===== config.mk =====
export PLATFORM = sky130hd
export DESIGN_NAME = noc_port_arbiter_flat
export DESIGN_NICKNAME = d
export VERILOG_FILES = /design/src/rtl/noc_pkg.sv /design/src/rtl/noc_port_arbiter_if.sv /design/src/rtl/rr_picker.sv /design/src/rtl/noc_port_arbiter.sv /design/src/flat_wrapper.sv
export SDC_FILE = /design/constraint.sdc
export NUM_CORES = 1
export LEC_CHECK = 0
export CAP_MARGIN = 20
export CORE_MARGIN = 2
export CORE_UTILIZATION = 46
export CTS_BUF_LIST = sky130_fd_sc_hd__clkbuf_2
export DETAILED_ROUTE_END_ITERATION = 6
export GPL_ROUTABILITY_DRIVEN = 0
export PLACE_DENSITY = 0.89
export SLEW_MARGIN = 20
export SYNTH_ARGS = -nofsm -noshare
export SYNTH_HDL_FRONTEND = slang
export SYNTH_SLANG_ARGS = --single-unit

===== constraint.sdc =====
create_clock -name clk -period 4.9 [get_ports clk]
set_input_delay 0.98 -clock clk [delete_from_list [all_inputs] [get_ports clk]]
set_output_delay 0.98 -clock clk [all_outputs]
set_load 0.05 [all_outputs]

===== src/rtl/noc_pkg.sv =====
// Shared flit-format constants and arbiter state encoding for the NoC port arbiter.
package noc_pkg;

  localparam int unsigned FLIT_W = 16;

  // Flit type codes carried in the top two bits of every flit
  localparam logic [1:0] FLIT_HEAD   = 2'b00;
  localparam logic [1:0] FLIT_BODY   = 2'b01;
  localparam logic [1:0] FLIT_TAIL   = 2'b10;
  localparam logic [1:0] FLIT_SINGLE = 2'b11;

  // Field positions inside a flit (src/des/data are meaningful on heads only)
  localparam int unsigned TYPE_MSB = 15;
  localparam int unsigned TYPE_LSB = 14;
  localparam int unsigned SRC_MSB  = 13;
  localparam int unsigned SRC_LSB  = 10;
  localparam int unsigned DES_MSB  = 9;
  localparam int unsigned DES_LSB  = 6;
  localparam int unsigned DATA_MSB = 5;
  localparam int unsigned DATA_LSB = 0;

  typedef enum logic {
    ARB_IDLE   = 1'b0,
    ARB_LOCKED = 1'b1
  } arb_state_e;

  function automatic logic [1:0] flit_type(input logic [FLIT_W-1:0] flit);
    return flit[TYPE_MSB:TYPE_LSB];
  endfunction

  // HEAD and SINGLE both open a packet
  function automatic logic is_head(input logic [1:0] ftype);
    return (ftype == FLIT_HEAD) || (ftype == FLIT_SINGLE);
  endfunction

endpackage


===== src/rtl/noc_port_arbiter_if.sv =====
// Requester-side and link-side handshake bundle of the NoC port arbiter.
interface noc_port_arbiter_if #(
  parameter int unsigned NREQ   = 4,
  parameter int unsigned FLIT_W = 16
);

  logic [NREQ-1:0]        req_valid;
  logic [NREQ*FLIT_W-1:0] req_flit;
  logic [NREQ-1:0]        req_ready;
  logic                   out_valid;
  logic [FLIT_W-1:0]      out_flit;
  logic                   out_ready;
  logic [NREQ-1:0]        grant;
  logic                   busy;
  logic                   err;

  // master: flit sources plus downstream sink; slave: the arbiter itself
  modport master (
    output req_valid, req_flit, out_ready,
    input  req_ready, out_valid, out_flit, grant, busy, err
  );

  modport slave (
    input  req_valid, req_flit, out_ready,
    output req_ready, out_valid, out_flit, grant, busy, err
  );

endinterface


===== src/rtl/rr_picker.sv =====
// Combinational round-robin picker: first set request at or after ptr_i, wrapping.
module rr_picker #(
  parameter int unsigned NREQ  = 4,
  parameter int unsigned PTR_W = 2
) (
  input  logic [NREQ-1:0]  req_i,
  input  logic [PTR_W-1:0] ptr_i,
  output logic [NREQ-1:0]  grant_o,
  output logic             found_o
);

  // Walk the requesters starting at the pointer and keep the first hit
  always_comb begin
    logic [PTR_W-1:0] idx;
    grant_o = '0;
    found_o = 1'b0;
    idx     = '0;
    for (int unsigned k = 0; k < NREQ; k++) begin
      idx = PTR_W'((32'(ptr_i) + k) % NREQ);
      if (!found_o && req_i[idx]) begin
        grant_o[idx] = 1'b1;
        found_o      = 1'b1;
      end
    end
  end

endmodule


===== src/rtl/noc_port_arbiter.sv =====
// Wormhole round-robin arbiter: one registered 16-bit output link shared by NREQ sources.
// A packet owns the link from its HEAD until its TAIL (or a leading SINGLE) is accepted.
// Optional build macro ARB_TIMEOUT_EN adds an idle-owner timeout that drops the lock.
module noc_port_arbiter #(
  parameter int unsigned NREQ    = 4,
  parameter int unsigned FLIT_W  = 16,
  parameter int unsigned TIMEOUT = 15
) (
  input logic                clk,
  input logic                rst,
  noc_port_arbiter_if.slave  bus_io
);

  import noc_pkg::*;

  localparam int unsigned PtrW = (NREQ > 1) ? $clog2(NREQ) : 1;

  arb_state_e        state_q, state_d;
  logic [PtrW-1:0]   owner_q, owner_d;
  logic [PtrW-1:0]   rr_ptr_q, rr_ptr_d;
  logic              first_q, first_d;
  logic              out_valid_q, out_valid_d;
  logic [FLIT_W-1:0] out_flit_q, out_flit_d;
  logic              err_q, err_d;
  logic [NREQ-1:0]   orphan_q, orphan_d;

  logic [NREQ-1:0]   eligible;
  logic [NREQ-1:0]   win_onehot;
  logic              win_found;
  logic [PtrW-1:0]   win_idx;
  logic [FLIT_W-1:0] own_flit;
  logic [1:0]        own_type;
  logic              space;
  logic              accept;
  logic              rel_lock;
  logic [PtrW-1:0]   next_ptr;
  logic [NREQ-1:0]   req_ready;
  logic [NREQ-1:0]   grant;

`ifdef ARB_TIMEOUT_EN
  localparam logic [3:0] TmoLast = 4'(TIMEOUT - 1);
  logic [3:0] tmo_cnt_q, tmo_cnt_d;
`else
  logic unused_timeout;
  assign unused_timeout = ^TIMEOUT;
`endif

  assign space    = !out_valid_q || bus_io.out_ready;
  assign own_flit = bus_io.req_flit[owner_q*FLIT_W +: FLIT_W];
  assign own_type = flit_type(own_flit);
  assign next_ptr = (owner_q == PtrW'(NREQ - 1)) ? '0 : owner_q + 1'b1;

  // Classify each requester's flit: packet openers compete, strays in IDLE are orphans
  always_comb begin
    eligible = '0;
    orphan_d = '0;
    for (int i = 0; i < NREQ; i++) begin
      eligible[i] = bus_io.req_valid[i] && is_head(flit_type(bus_io.req_flit[i*FLIT_W +: FLIT_W]));
      orphan_d[i] = (state_q == ARB_IDLE) && bus_io.req_valid[i] && !eligible[i];
    end
  end

  rr_picker #(
    .NREQ  (NREQ),
    .PTR_W (PtrW)
  ) u_picker (
    .req_i   (eligible),
    .ptr_i   (rr_ptr_q),
    .grant_o (win_onehot),
    .found_o (win_found)
  );

  // One-hot winner to index
  always_comb begin
    win_idx = '0;
    for (int i = 0; i < NREQ; i++) begin
      if (win_onehot[i]) win_idx = PtrW'(i);
    end
  end

  // Next-state, output-stage and error logic
  always_comb begin
    state_d     = state_q;
    owner_d     = owner_q;
    rr_ptr_d    = rr_ptr_q;
    first_d     = first_q;
    out_valid_d = out_valid_q && !bus_io.out_ready;
    out_flit_d  = out_flit_q;
    // err only on the first cycle a stray flit shows up
    err_d       = |(orphan_d & ~orphan_q);
    req_ready   = '0;
    accept      = 1'b0;
    rel_lock    = 1'b0;
`ifdef ARB_TIMEOUT_EN
    tmo_cnt_d   = tmo_cnt_q;
`endif
    unique case (state_q)
      ARB_IDLE: begin
`ifdef ARB_TIMEOUT_EN
        tmo_cnt_d = '0;
`endif
        // Arbitration cycle: grant only, nothing is accepted yet
        if (win_found) begin
          state_d = ARB_LOCKED;
          owner_d = win_idx;
          first_d = 1'b1;
        end
      end
      ARB_LOCKED: begin
        req_ready[owner_q] = space;
        accept             = bus_io.req_valid[owner_q] && space;
        if (accept) begin
          out_flit_d  = own_flit;
          out_valid_d = 1'b1;
          first_d     = 1'b0;
          if ((own_type == FLIT_TAIL) || ((own_type == FLIT_SINGLE) && first_q)) begin
            rel_lock = 1'b1;
          end else if (is_head(own_type) && !first_q) begin
            // Opener inside a packet: forward it but flag the protocol breach
            err_d = 1'b1;
          end
        end
`ifdef ARB_TIMEOUT_EN
        if (accept) begin
          tmo_cnt_d = '0;
        end else if (!bus_io.req_valid[owner_q]) begin
          if (tmo_cnt_q == TmoLast) begin
            rel_lock  = 1'b1;
            err_d     = 1'b1;
            tmo_cnt_d = '0;
          end else begin
            tmo_cnt_d = tmo_cnt_q + 4'd1;
          end
        end
`endif
        if (rel_lock) begin
          state_d  = ARB_IDLE;
          rr_ptr_d = next_ptr;
        end
      end
      default: state_d = ARB_IDLE;
    endcase
  end

  // Current owner as one-hot; empty when idle
  always_comb begin
    grant = '0;
    if (state_q == ARB_LOCKED) grant[owner_q] = 1'b1;
  end

  // State and output registers
  always_ff @(posedge clk or posedge rst) begin
    if (rst) begin
      state_q     <= ARB_IDLE;
      owner_q     <= '0;
      rr_ptr_q    <= '0;
      first_q     <= 1'b0;
      out_valid_q <= 1'b0;
      out_flit_q  <= '0;
      err_q       <= 1'b0;
      orphan_q    <= '0;
    end else begin
      state_q     <= state_d;
      owner_q     <= owner_d;
      rr_ptr_q    <= rr_ptr_d;
      first_q     <= first_d;
      out_valid_q <= out_valid_d;
      out_flit_q  <= out_flit_d;
      err_q       <= err_d;
      orphan_q    <= orphan_d;
    end
  end

`ifdef ARB_TIMEOUT_EN
  // Idle-owner counter
  always_ff @(posedge clk or posedge rst) begin
    if (rst) tmo_cnt_q <= '0;
    else     tmo_cnt_q <= tmo_cnt_d;
  end
`endif

  assign bus_io.req_ready = req_ready;
  assign bus_io.out_valid = out_valid_q;
  assign bus_io.out_flit  = out_flit_q;
  assign bus_io.grant     = grant;
  assign bus_io.busy      = (state_q == ARB_LOCKED);
  assign bus_io.err       = err_q;

endmodule


===== src/flat_wrapper.sv =====
// flat-port wrapper written by rule: the top's interface ports become plain ports
module noc_port_arbiter_flat import noc_pkg::*;
#(
  parameter int unsigned NREQ    = 4,
  parameter int unsigned FLIT_W  = 16,
  parameter int unsigned TIMEOUT = 15
)
  (clk, rst, bus_io_req_valid, bus_io_req_flit, bus_io_out_ready, bus_io_req_ready, bus_io_out_valid, bus_io_out_flit, bus_io_grant, bus_io_busy, bus_io_err);
  noc_port_arbiter_if #(.NREQ(NREQ), .FLIT_W(FLIT_W)) bus_io_i ();
  input logic clk;
  input logic rst;
  input wire logic [$bits(bus_io_i.req_valid)-1:0] bus_io_req_valid;
  input wire logic [$bits(bus_io_i.req_flit)-1:0] bus_io_req_flit;
  input wire logic [$bits(bus_io_i.out_ready)-1:0] bus_io_out_ready;
  output wire logic [$bits(bus_io_i.req_ready)-1:0] bus_io_req_ready;
  output wire logic [$bits(bus_io_i.out_valid)-1:0] bus_io_out_valid;
  output wire logic [$bits(bus_io_i.out_flit)-1:0] bus_io_out_flit;
  output wire logic [$bits(bus_io_i.grant)-1:0] bus_io_grant;
  output wire logic [$bits(bus_io_i.busy)-1:0] bus_io_busy;
  output wire logic [$bits(bus_io_i.err)-1:0] bus_io_err;
  assign bus_io_i.req_valid = bus_io_req_valid;
  assign bus_io_i.req_flit = bus_io_req_flit;
  assign bus_io_i.out_ready = bus_io_out_ready;
  assign bus_io_req_ready = bus_io_i.req_ready;
  assign bus_io_out_valid = bus_io_i.out_valid;
  assign bus_io_out_flit = bus_io_i.out_flit;
  assign bus_io_grant = bus_io_i.grant;
  assign bus_io_busy = bus_io_i.busy;
  assign bus_io_err = bus_io_i.err;
  noc_port_arbiter #(.NREQ(NREQ), .FLIT_W(FLIT_W), .TIMEOUT(TIMEOUT)) u_core (.clk(clk), .rst(rst), .bus_io(bus_io_i));
endmodule

==> results of run 1 <==
area by class of cell:
class,instances,area (µm²)
clock inverter,1,30.0
tap,52,65.1
timing repair buffer,98,978
multi-input combinational,128,1280
clock buffer,3,15.0
inverter,12,45.0
fill,305,1200
sequential,28,701
final timing paths:
path	endpoint	depth (start not counted)
setup / recovery	bus_io_req_ready[1]	5
hold / removal	u_core.bus_io.out_flit[0]	1
setup reg to reg	u_core.owner_q[1]	8
hold reg to reg	u_core.bus_io.out_flit[0]	1
max in group asynchronous	u_core.orphan_q[0]	2
min in group asynchronous	u_core.bus_io.out_flit[0]	2
per-stage QoR:
step | utilization | instance area [µm²]
2_1_floorplan | - | 2060
3_3_place_gp | 0.711 | 3070
3_5_place_dp | 0.711 | 3070
4_1_cts | 0.721 | 3120
5_1_grt | 0.721 | 3120
6_report | 0.721 | 3120
state kept, by name, summed over array words and instances, names as in the netlist:
register / count
u_core.bus_io.out_valid: 1
u_core.orphan_q: 4
u_core.bus_io.err: 1
u_core.bus_io.busy: 1
u_core.bus_io.out_flit: 16
u_core.owner_q: 2
u_core.first_q: 1
u_core.rr_ptr_q: 2
cells in the mapped netlist, drive strengths merged (4+ instances only):
cell type	number
dfrtp	28
mux4	18
mux2	15
ha	13
inv	12
nand2	12
and2	8
o21ai	7
nor2	6
clkbuf	5
xnor2	4
layer usage:
metal / track usage / up-vias / part of all wire
met3: 0.0271 / 6 / 0.071
met1: 0.292 / 929 / 0.38
met5: 0 / - / 0
met2: 0.458 / 82 / 0.54
li1: - / 855 / -
met4: 0.0629 / 0 / 0.010
power breakdown:
part	leakage (nW)	switching (W)	internal, W
Combinational	0.917	0.000794	0.000593
Sequential	0.337	0.000123	0.000335
Clock	0.0266	0.0000723	0.0000701
Total	1.28	0.000989	0.000999
placed cells by master (no fill, tap or decap), drive strengths merged, types with 2 or more instances in the layout:
master,instances
or2,3
o2111a,2
a21oi,2
o221ai,3
dfrtp,28
and2,8
ha,13
mux2,15
and3,2
nand2,12
a2111oi,2
nand2b,2
a22oi,3
xnor2,4
nor3b,2
nor2b,3
clkdlybuf4s50,97
xor2,2
inv,12
o21ai,7
nor3,3
nor2,6
mux4,18
nor4,3
clkbuf,3
worst max-delay path: cells and delay by family, from the launching register on:
family / cells / cell delay [ps]
DFF: 1 / 1000
buffers and inverters: 2 / 880
and+or+nand+nor: 2 / 310
adders and majority gates: 1 / 230
cell families after synthesis:
group,count (synthesis),synth area share
AO/OA/AOI/OAI,31,0.114
XOR/XNOR,6,0.0364
adder cells (fa/ha/maj),13,0.0788
buffers and inverters,20,0.0376
flip-flops,28,0.340
multiplexers,33,0.280
AND/OR/NAND/NOR,45,0.113
==> flow_metrics.env, run 1 <==
export IMPL_antenna_cells=0
export IMPL_avgRoutedWirePerCell_um=18.3
export IMPL_cts_inserted_buffers=3
export IMPL_required_ps=3920
export IMPL_synth_edf_count=0
export IMPL_finalWirelength_mm=5.89
export IMPL_startpoint_type="register"
export IMPL_power_w=0.00199
export IMPL_die_area_mm2=0.00504
export IMPL_synth_nets=260
export IMPL_area_growth_pct=51.2
export IMPL_fin_hold_ws_ps=536
export IMPL_fin_ws_ps=1110
export IMPL_cp_arrival_ps=2810
export IMPL_clk_latency_ps=380
export IMPL_antenna_found_initial=0
export IMPL_clock_path_buffers=2
export IMPL_dp_hpwl_mm=4.72
export IMPL_hold_path_class="reg2reg"
export IMPL_drive_gt1_frac=0.133
export IMPL_htreeDepth=1
export IMPL_ir_drop_mv=0.274
export IMPL_period_needed_ps=3790
export IMPL_path_class="reg2out"
export IMPL_yosys_most_used_dff="dfrtp_1"
export IMPL_path_clk_slew_ps=270
export IMPL_ctsRootBufferMaster="clkbuf_2"
export IMPL_total_leakage_power_nw=1.28
export IMPL_fin_crit_sh=0.774
export IMPL_first_pass_iters=4
export IMPL_syn_avg_cell_area_um2=11.7
export IMPL_worst_pin_slew_ps=941
export IMPL_hp_start="u_core.bus_io.out_flit[0]"
export IMPL_port_buffers=97
export IMPL_crit_path_frequent_cell="and2_1"
export IMPL_detail_route_vias_per_cell=5.81
export IMPL_dieWidth_um=71.0
export IMPL_rrSetupSlack_ps=2070
export IMPL_ys_seq_area_frac=0.340
export IMPL_yosysWarnings=0
export IMPL_yosysTopAreaCell="dfrtp_1"
export IMPL_hold_buffers=0
export IMPL_post_cts_buffers=0
export IMPL_finalMaxSlewViolations=0
export IMPL_synth_top_cell_area_share=0.340
export IMPL_cp_max_fo=20
export IMPL_start_util=0.477
export IMPL_setup_viol=0
export IMPL_overflow=0
export IMPL_synth_distinct_cells=44
export IMPL_final_nets=355
export IMPL_core_area_mm2=0.00432
export IMPL_grt_pass1_wl_mm=9.67
export IMPL_slowest_stage="dfrtp_1"
export IMPL_skew_ps=5.75
export IMPL_fin_cells=322
export IMPL_die_y_um=71.0
export IMPL_yosys_top_cells_area="dfrtp_1 (34%), mux4_2 (19%), ha_1 (7.9%)"
export IMPL_boundaryPins=98
export IMPL_drtIter0Drc=104
export IMPL_drv_cap=0
export IMPL_worstPathCellList="inv_1 -> ha_1 -> and2_1 -> and2_1 -> clkdlybuf4s50_1"
export IMPL_netlist_instances=176
export IMPL_maxSlewHeadroom=0.371
export IMPL_reg2reg_from="u_core.rr_ptr_q[0]"
export IMPL_post_cts_resized=0
export IMPL_critPathLaunch="u_core.owner_q[1]"
export IMPL_core_rowCount=24
export IMPL_ys_seq_elements=28
export IMPL_ant_nets=0
export IMPL_drc=0
export IMPL_fmax_mhz=264
export IMPL_dp_slack_ps=1350
export IMPL_cts_tree="built"
export IMPL_status="finished, final reports clean"
export IMPL_place_inst=318
export IMPL_grt_pass1_vias=1975
export IMPL_cts_sinks=28
export IMPL_synth_cell_area_mm2=0.00206
export IMPL_p_per_area_mw_per_mm2=637
export IMPL_hold_viol_final=0
export IMPL_dr_total_vias=1872
export IMPL_end_kind="output pin"
export IMPL_tns_ps=0
export IMPL_slowest_delay_ps=1000
export IMPL_rsz0062_at_grt="false"
export IMPL_async_flop_share=1.00
export IMPL_grt_usage=0.242
export IMPL_grt_max_degree=29
No activity file was read; power rests on OpenSTA's default activity.
==> run 2: changes to the inputs <==
--- a/config.mk
+++ b/config.mk
@@ -7,11 +7,11 @@
 export LEC_CHECK = 0
 export CAP_MARGIN = 20
 export CORE_MARGIN = 2
-export CORE_UTILIZATION = 46
+export CORE_UTILIZATION = 38
 export CTS_BUF_LIST = sky130_fd_sc_hd__clkbuf_2
 export DETAILED_ROUTE_END_ITERATION = 6
 export GPL_ROUTABILITY_DRIVEN = 0
-export PLACE_DENSITY = 0.89
+export PLACE_DENSITY = 0.78
 export SLEW_MARGIN = 20
 export SYNTH_ARGS = -nofsm -noshare
 export SYNTH_HDL_FRONTEND = slang
==> constraint.sdc (replaced) <==
create_clock -name clk -period 3.1 [get_ports clk]
set_input_delay 0.62 -clock clk [delete_from_list [all_inputs] [get_ports clk]]
set_output_delay 0.62 -clock clk [all_outputs]
set_load 0.05 [all_outputs]
==> run 2 against run 1 <==
Clock power decreased by 8%. Power is 57% higher. Non-clock buffer count is 5 higher. Cell area rose by 1.5%. Register-to-register slack worse by 1600 ps. Sequential cell count stayed put. Largest cell class unchanged. Highest routed layer unchanged.
==> flow_metrics.env, run 2 (synthesis gave the netlist of run 1 again) <==
export IMPL_tns_ps=0
export IMPL_worstRegToRegCells=8
export IMPL_ir_drop_mv=0.398
export IMPL_fin_hold_ws_ps=522
export IMPL_final_cell_mix="clkdlybuf4s50_1 (89), dfrtp_1 (28), mux4_2 (17)"
export IMPL_grt_max_degree=21
export IMPL_antenna_cells=0
export IMPL_drtIter0Drc=83
export IMPL_status="finished, final reports clean"
export IMPL_clock_path_buffers=2
export IMPL_timing_rr_end="u_core.owner_q[1]"
export IMPL_cp_arrival_ps=2910
export IMPL_p_clk_frac=0.042
export IMPL_rsz0062_at_grt="false"
export IMPL_core_rowCount=26
export IMPL_fin_crit_sh=0.843
export IMPL_period_needed_ps=2610
export IMPL_grt_pass1_wl_mm=9.39
export IMPL_finalMaxSlewViolations=0
export IMPL_overflow=0
export IMPL_comb_power_share=0.750
export IMPL_cp_max_fo=7
export IMPL_total_leakage_power_nw=1.32
export IMPL_required_ps=3400
export IMPL_die_area_mm2=0.00603
export IMPL_dieWidth_um=77.7
export IMPL_finalWirelength_mm=5.89
export IMPL_power_w=0.00312
export IMPL_htreeDepth=1
export IMPL_skew_ps=22.8
export IMPL_end_kind="register"
export IMPL_seqPwrFrac=0.208
export IMPL_fmax_mhz=383
export IMPL_detail_route_vias_per_cell=5.42
export IMPL_drc=0
export IMPL_intPower_w=0.00156
export IMPL_ant_nets=0
export IMPL_setup_viol=0
export IMPL_hp_start="u_core.bus_io.out_flit[3]"
export IMPL_clk_latency_ps=370
export IMPL_final_nets=360
export IMPL_start_util=0.399
export IMPL_post_cts_buffers=0
export IMPL_swShare=0.501
export IMPL_worst_pin_slew_ps=545
export IMPL_port_buffers=97
export IMPL_startpoint_type="register"
export IMPL_crit_path_frequent_cell="inv_1"
export IMPL_first_pass_iters=4
export IMPL_path_clk_slew_ps=260
export IMPL_final_core_util=0.612
export IMPL_worstPathCellList="inv_1 -> ha_1 -> inv_1 -> and3_1 -> o32ai_1 -> o221ai_1 -> a221o_1 -> a2bb2oi_1"
export IMPL_antenna_found_initial=0
export IMPL_n_fill_cell=406
export IMPL_power_switching_w=0.00156
export IMPL_fin_ws_ps=488
export IMPL_largest_register_ffs=16
export IMPL_area_growth_pct=53.5
export IMPL_drv_cap=0
export IMPL_post_cts_resized=0
export IMPL_path_class="reg2reg"
export IMPL_grt_usage=0.196
export IMPL_final_common_cell="clkdlybuf4s50_1"
export IMPL_hold_buffers=0
export IMPL_reg2reg_from="u_core.rr_ptr_q[1]"
export IMPL_hold_viol_final=0
export IMPL_dp_slack_ps=176
export IMPL_hold_end="u_core.bus_io.out_flit[3]"
export IMPL_dr_total_vias=1863
export IMPL_boundaryPins=98
export IMPL_hold_path_class="reg2reg"
export IMPL_cts_tree="built"
export IMPL_core_area_mm2=0.00517
export IMPL_grt_pass1_vias=1922
export IMPL_ctsRootBufferMaster="clkbuf_2"
export IMPL_min_path_cells=1
export IMPL_cts_inserted_buffers=3
export IMPL_die_y_um=77.7
export IMPL_critPathLaunch="u_core.rr_ptr_q[1]"
export IMPL_p_per_area_mw_per_mm2=986
export IMPL_maxSlewHeadroom=0.636
export IMPL_slowest_stage="dfrtp_1"
export IMPL_drive_gt1_frac=0.172
export IMPL_rrSetupSlack_ps=490
export IMPL_dp_hpwl_mm=4.69
export IMPL_avgRoutedWirePerCell_um=17.1
export IMPL_slowest_delay_ps=480
export IMPL_cts_sinks=28
run 2: cell count changes in the layout (fill, tap and decap cells not counted), sizes merged:
| cell | delta |
|---|---|
| bufinv | -1 |
| clkdlybuf4s50 | -8 |
| buf | +13 |
run 2: how the worst max path moves through the flow:
stage | to | slack (ps)
6_report | u_core.owner_q[1] | 490
5_1_grt | u_core.owner_q[1] | 360
4_1_cts | bus_io_busy | 490
3_5_place_dp | u_core.owner_q[1] | 180
3_3_place_gp | u_core.owner_q[1] | 240
2_1_floorplan | bus_io_req_ready[1] | 450
run 2: area by class of cell:
cell class	count	area, µm²	area share
sequential	28	701	0.221
tap	70	87.6	0.0277
timing repair buffer	103	1030	0.326
inverter	12	45.0	0.0142
clock buffer	3	15.0	0.00474
multi-input combinational	128	1280	0.406
run 2: metrics by stage:
stage	std cells	area, µm²
floorplan	176	2060
global placement	341	3150
detailed placement	341	3150
CTS	344	3170
global route	344	3170
finish	344	3170
run 2: worst max-delay path, delay by kind of cell (launching register included):
kind	cells	cell delay, ps
adder cells (fa/ha/maj)	1	380
buffers and inverters	2	280
flip-flops	1	480
AND/OR/NAND/NOR	1	210
AO/OA/AOI/OAI	4	1190
run 2: per-layer routing:
| layer | part of all wire | GRT usage | vias to the layer above |
|---|---|---|---|
| met5 | 0 | 0 | - |
| met4 | 0.013 | 0.0571 | 0 |
| met3 | 0.073 | 0.0186 | 7 |
| met2 | 0.47 | 0.331 | 95 |
| met1 | 0.44 | 0.266 | 897 |
| li1 | - | - | 864 |
run 2: power by group through the flow:
stage | logic, W | registers [W] | clock network [W]
2_1_floorplan | 0.00116 | 0.00107 | 0
3_3_place_gp | 0.00232 | 0.000653 | 0
3_5_place_dp | 0.00235 | 0.000666 | 0
4_1_cts | 0.00235 | 0.000654 | 0.000140
5_1_grt | 0.00249 | 0.000678 | 0.000149
6_report | 0.00234 | 0.000651 | 0.000131
